==> src/rtl/bram_cipher_engine_pkg.sv <==
// Shared encodings for the BRAM cipher engine: cipher direction and controller states.
package bram_cipher_engine_pkg;

  localparam logic MODE_ENC = 1'b0;
  localparam logic MODE_DEC = 1'b1;

  typedef enum logic [2:0] {
    ST_IDLE,
    ST_KEY,
    ST_STREAM,
    ST_DRAIN,
    ST_DONE
  } state_t;

endpackage

==> src/rtl/bram_cipher_engine_mod_add_unit.sv <==
// Single registered modular add/subtract stage with a range check on the incoming byte.
module mod_add_unit
  import bram_cipher_engine_pkg::*;
#(
  parameter int DATA_W = 8,
  parameter int ADDR_W = 8
) (
  input  logic              clk,
  input  logic              rst_n,
  input  logic              vld,
  input  logic              mode,
  input  logic [DATA_W-1:0] d,
  input  logic [DATA_W-1:0] k,
  input  logic [DATA_W-1:0] mod,
  input  logic [ADDR_W-1:0] addr,
  output logic              wr,
  output logic [DATA_W-1:0] res,
  output logic [ADDR_W-1:0] wr_addr,
  output logic              range_err
);

  logic [DATA_W:0] sum;
  logic            in_range;

  // k is already reduced below mod, so one correction step is enough in both directions.
  always_comb begin
    sum = '0;
    if (mode == MODE_ENC) begin
      sum = {1'b0, d} + {1'b0, k};
      if (sum >= {1'b0, mod}) sum = sum - {1'b0, mod};
    end else begin
      sum = {1'b0, d} - {1'b0, k};
      if (sum[DATA_W]) sum = sum + {1'b0, mod};
    end
  end

  assign in_range = (d < mod);

  always_ff @(posedge clk or negedge rst_n) begin
    if (!rst_n) begin
      wr        <= 1'b0;
      res       <= '0;
      wr_addr   <= '0;
      range_err <= 1'b0;
    end else begin
      wr        <= vld;
      range_err <= vld & ~in_range;
      if (vld) begin
        res     <= in_range ? sum[DATA_W-1:0] : d;
        wr_addr <= addr;
      end
    end
  end

endmodule

==> src/rtl/bram_cipher_engine.sv <==
// Streams len bytes from a source BRAM through a modular-add cipher into a destination BRAM.
module bram_cipher_engine
  import bram_cipher_engine_pkg::*;
#(
  parameter int DATA_W = 8,
  parameter int ADDR_W = 8,
  parameter int RD_LAT = 1,
  parameter int LED_W  = 16
) (
  input  logic              CLK100MHZ,
  input  logic              reset,
  input  logic              start,
  input  logic              mode,
  input  logic [ADDR_W-1:0] len,
  input  logic [DATA_W-1:0] key,
  input  logic [DATA_W-1:0] mod,
  input  logic              key_valid,
  output logic              src_en,
  output logic [ADDR_W-1:0] src_addr,
  input  logic [DATA_W-1:0] src_dout,
  output logic              dst_en,
  output logic              dst_we,
  output logic [ADDR_W-1:0] dst_addr,
  output logic [DATA_W-1:0] dst_din,
  output logic              busy,
  output logic              done,
  output logic              err,
  output logic [LED_W-1:0]  led
);

  state_t            state;
  logic              mode_r;
  logic [ADDR_W-1:0] len_r;
  logic [DATA_W-1:0] k_r;
  logic [DATA_W-1:0] mod_r;
  logic              key_loaded;
  logic [ADDR_W:0]   wr_cnt;
  logic [RD_LAT-1:0] vld;
  logic [ADDR_W-1:0] addr_pipe [RD_LAT];
  logic [LED_W-1:0]  led_next;
  logic              unit_err;

  // Read-valid and address shift register, aligned with the source BRAM latency.
  always_ff @(posedge CLK100MHZ or negedge reset) begin
    if (!reset) begin
      vld[0]       <= 1'b0;
      addr_pipe[0] <= '0;
    end else begin
      vld[0]       <= src_en;
      addr_pipe[0] <= src_addr;
    end
  end

  generate
    for (genvar gi = 1; gi < RD_LAT; gi++) begin : g_rd_pipe
      always_ff @(posedge CLK100MHZ or negedge reset) begin
        if (!reset) begin
          vld[gi]       <= 1'b0;
          addr_pipe[gi] <= '0;
        end else begin
          vld[gi]       <= vld[gi-1];
          addr_pipe[gi] <= addr_pipe[gi-1];
        end
      end
    end
  endgenerate

  mod_add_unit #(.DATA_W(DATA_W), .ADDR_W(ADDR_W)) u_mod_add (
    .clk       (CLK100MHZ),
    .rst_n     (reset),
    .vld       (vld[RD_LAT-1]),
    .mode      (mode_r),
    .d         (src_dout),
    .k         (k_r),
    .mod       (mod_r),
    .addr      (addr_pipe[RD_LAT-1]),
    .wr        (dst_we),
    .res       (dst_din),
    .wr_addr   (dst_addr),
    .range_err (unit_err)
  );

  assign dst_en = dst_we;

  // Bar j lights once wr_cnt/len reaches (j+1)/LED_W; wr_cnt only grows, so bars never drop.
  generate
    for (genvar gi = 0; gi < LED_W; gi++) begin : g_led
      assign led_next[gi] = (32'(wr_cnt) * 32'(LED_W)) >= (32'(gi + 1) * 32'(len_r));
    end
  endgenerate

  always_ff @(posedge CLK100MHZ or negedge reset) begin
    if (!reset) begin
      state      <= ST_IDLE;
      src_en     <= 1'b0;
      src_addr   <= '0;
      busy       <= 1'b0;
      done       <= 1'b0;
      err        <= 1'b0;
      led        <= '0;
      mode_r     <= MODE_ENC;
      len_r      <= '0;
      k_r        <= '0;
      mod_r      <= '0;
      key_loaded <= 1'b0;
      wr_cnt     <= '0;
    end else begin
      done <= 1'b0;
      if (unit_err) err <= 1'b1;
      if (dst_we) wr_cnt <= wr_cnt + 1'b1;
      case (state)
        ST_IDLE: begin
          if (start) begin
            mode_r     <= mode;
            len_r      <= len;
            err        <= 1'b0;
            led        <= '0;
            busy       <= 1'b1;
            wr_cnt     <= '0;
            key_loaded <= 1'b0;
            state      <= ST_KEY;
          end
        end
        ST_KEY: begin
          if (!key_loaded) begin
            if (key_valid) begin
              if (mod == '0 || len_r == '0) begin
                err   <= 1'b1;
                done  <= 1'b1;
                busy  <= 1'b0;
                led   <= '1;
                state <= ST_DONE;
              end else begin
                k_r        <= key;
                mod_r      <= mod;
                key_loaded <= 1'b1;
              end
            end
          end else if (k_r >= mod_r) begin
            k_r <= k_r - mod_r;
          end else begin
            src_en   <= 1'b1;
            src_addr <= '0;
            state    <= ST_STREAM;
          end
        end
        ST_STREAM: begin
          led <= led_next;
          if (src_addr == len_r - 1'b1) begin
            src_en <= 1'b0;
            state  <= ST_DRAIN;
          end else begin
            src_addr <= src_addr + 1'b1;
          end
        end
        ST_DRAIN: begin
          led <= led_next;
          if (vld == '0 && !dst_we) begin
            done  <= 1'b1;
            busy  <= 1'b0;
            led   <= '1;
            state <= ST_DONE;
          end
        end
        default: state <= ST_IDLE;
      endcase
    end
  end

endmodule
==> config.mk <==
export PLATFORM = sky130hd
export DESIGN_NAME = bram_cipher_engine
export DESIGN_NICKNAME = d
export VERILOG_FILES = /design/src/rtl/bram_cipher_engine_pkg.sv /design/src/rtl/bram_cipher_engine_mod_add_unit.sv /design/src/rtl/bram_cipher_engine.sv
export SDC_FILE = /design/constraint.sdc
export NUM_CORES = 1
export LEC_CHECK = 0
export CAP_MARGIN = 20
export CORE_MARGIN = 4
export CORE_UTILIZATION = 35
export DETAILED_ROUTE_END_ITERATION = 7
export GPL_ROUTABILITY_DRIVEN = 1
export GPL_TIMING_DRIVEN = 0
export PLACE_DENSITY = 0.57
export SETUP_SLACK_MARGIN = 0.3
export SYNTH_ARGS = -nofsm -noshare
export SYNTH_HDL_FRONTEND = slang
export SYNTH_SLANG_ARGS = --single-unit
export TNS_END_PERCENT = 20
==> constraint.sdc <==
create_clock -name CLK100MHZ -period 4.9 [get_ports CLK100MHZ]
set_clock_uncertainty 0.15 [all_clocks]
set_input_delay 1.225 -clock CLK100MHZ [delete_from_list [all_inputs] [get_ports CLK100MHZ]]
set_output_delay 1.225 -clock CLK100MHZ [all_outputs]
set_load 0.02 [all_outputs]
==> results.py <==
metrics = {
    "status": {
        "status": "finished clean",
    },
    "clock_network": {
        "clockBufferDepth": 2,
        "clock-root-buffer": "clkbuf_16",
        "cts_buffers": 9,
        "clk_pin_slew_worst_paths_ns": 0.08,
        "cts_htree_levels": 3,
        "cts_tree": "done",
        "cts.sinks": 93,
        "hold_buffers": 0,
        "clock_latency_ns": 0.36,
    },
    "synthesis": {
        "syn_area_sq_um": 11200,
        "avgSynthCellArea_sq_um": 9.01,
        "synth_largest_area_cell": "ha_1",
        "synth_commonest_cells": "ha_1 (240), inv_1 (102), a21oi_1 (95), dfrtp_1 (93), o21ai_0 (90)",
        "ys_top_cells_by_area": "ha_1 (27%), dfrtp_1 (21%), fa_1 (7.0%)",
        "synth_flop_cell": "dfrtp_1",
        "yosysWarnings": 0,
        "async_flop_share": 1.00,
        "yosys.cell_count.top_type": "ha_1",
        "synthDistinctLibCells": 67,
        "syn_inst": 1246,
        "yosysSeqAreaShare": 0.207,
        "yosys.area.top_type_share": 0.267,
        "ys_ff_latch": 93,
        "postSynthNetCount": 1562,
        "synth_edf_count": 0,
    },
    "cells_and_area": {
        "antenna_cells": 0,
        "multiInputGateArea_sq_um": 8610,
        "fillCellCount": 3131,
        "drive_gt1_frac": 0.102,
        "seq_area_sq_um": 2350,
        "final_nets": 1692,
        "postLayoutCoreUtil": 0.425,
        "final-instance-count-excl-fill": 1783,
        "areaGrowthSynthToFinish_pct": 19.7,
    },
    "sta": {
        "hold_ws_ns": 0.221,
        "period_minus_slack_ns": 4.60,
        "layout_worst_path_cycle_share": 0.940,
        "setup_viol": 0,
        "fin_setup_tns_ns": 0,
        "relSlewSlack": 0.208,
        "max_freq_mhz": 217,
        "finalHoldViolCount": 0,
        "rsz0062_at_grt": "yes",
        "worstMarginPinSlew_ns": 1.19,
        "slew_viol_final": 0,
    },
    "global_routing": {
        "grt_overflow": 0,
        "grt_antenna_before_repair": 1,
        "grt_first_pass_wirelength_mm": 52.2,
        "grt_use_total": 0.184,
        "grt_max_degree": 54,
        "grt_pass1_vias": 9572,
    },
    "critical_path": {
        "r2r.worst_path.cells": 17,
        "critPathMaxFanout": 7,
        "cp-start-kind": "input port",
        "crit_required_ns": 4.99,
        "cp.arrival_ns": 4.70,
        "rrSetupSlack_ns": 0.40,
        "crit_path_end_kind": "register",
        "critPathKind": "input port to register",
    },
    "route": {
        "drt_first_pass_iters": 5,
        "drc": 0,
        "vias_per_cell": 5.38,
        "wl_mm": 32.5,
        "final_antenna_net_count": 0,
        "vias": 9594,
        "drt_iter0_markers": 569,
        "post_drt_wl_per_cell_um": 18.2,
    },
    "die": {
        "placementRows": 65,
        "core-area_sq_um": 31600,
        "die-area_sq_um": 35000,
        "io_pins": 83,
        "fp.dieH_um": 187,
        "start_util": 0.355,
        "dieWidth_um": 187,
    },
    "job": {
        "drv_cap": 0,
    },
    "placed_design": {
        "io_buffers": 82,
        "dpl.hpwl_mm": 24.9,
        "dp.cells": 1731,
        "gp_congestion": 0.872,
    },
    "worst_hold_path": {
        "hold_depth": 0,
        "hold_class": "register to register",
    },
}
## final timing paths
kind                             start          endpoint
setup reg to reg              len_r[1]           led[14]
max in group asynchronous        reset          len_r[4]
min in group asynchronous        reset            k_r[0]
hold reg to reg                    vld      u_mod_add.wr
hold / removal                     vld      u_mod_add.wr
setup / recovery           src_dout[0]  u_mod_add.res[4]
## cells in the final DEF, fill, tap and decap left out, types with 22 or more instances in the layout
| cell | n |
|---|---|
| ha_1 | 232 |
| a21oi_1 | 90 |
| xor2_1 | 27 |
| a21o_1 | 35 |
| inv_1 | 96 |
| nor2_1 | 80 |
| xnor2_1 | 52 |
| dfrtp_1 | 85 |
| clkdlybuf4s50_1 | 74 |
| fa_1 | 37 |
| buf_4 | 38 |
| nand2_1 | 74 |
| nand2b_1 | 22 |
| o21ai_0 | 84 |
## flip-flops by register name (all words and copies together) (netlist names), 3 cells and up
signal             flops
addr_pipe              8
state                  3
len_r                  8
wr_cnt                 9
u_mod_add.wr_addr      8
u_mod_add.res          8
led                   16
k_r                    8
mod_r                  8
src_addr               8
## stage by stage
stage / setup WS [ns] / area [sq um]
6_report: 0.296 / 13400
5_1_grt: 0.190 / 13400
4_1_cts: 0.289 / 13300
3_5_place_dp: -0.935 / 12600
3_3_place_gp: -1.35 / 12600
2_1_floorplan: 0.262 / 11200
## cells by family (layout without fill, tap and decap cells)
group | count (synthesis) | after routing | synth area share
compound gates | 351 | 351 | 0.198
xor+xnor | 82 | 82 | 0.0640
fa+ha+maj | 279 | 279 | 0.337
buf+inv | 131 | 266 | 0.0462
flops | 93 | 93 | 0.207
mux | 26 | 26 | 0.0245
simple gates | 284 | 284 | 0.123
## critical path, cell delays in order
cell and delay [ns]:
buf_2 0.13, ha_4 0.17, fa_2 0.40, nor2b_4 0.14
nor2_1 0.09, o21bai_1 0.08, xnor2_1 0.27, ha_1 0.31
or4_4 0.49, o21ai_2 0.08, a311o_2 0.14, or4b_4 0.46
buf_8 0.16, mux2i_4 0.19, nand2_1 0.07, a221o_1 0.29
## final cells by class
class	count	area share
multi-input combinational	1022	0.640
sequential	93	0.175
timing repair buffer	119	0.0824
tap	402	0.0374
inverter	102	0.0302
clock buffer	9	0.0168
buffer	29	0.0114
clock inverter	7	0.00679
## repair_timing
item	4_1_cts	5_1_grt
setup endpoints to repair	13	11
pin swaps	11	13
gates resized for setup	59	34
setup buffers	26	10
## per-layer routing
metal  vias up  GRT usage  routed length, um
met5         -          0                  7
met4         2     0.0566                932
met3        61     0.0256               1340
met2       209      0.300              14800
met1      4581      0.254              15400
li1       4741          -                  -
Power is not shown: default switching activity piles up to over one toggle a cycle in this logic, so the estimate is an artifact.
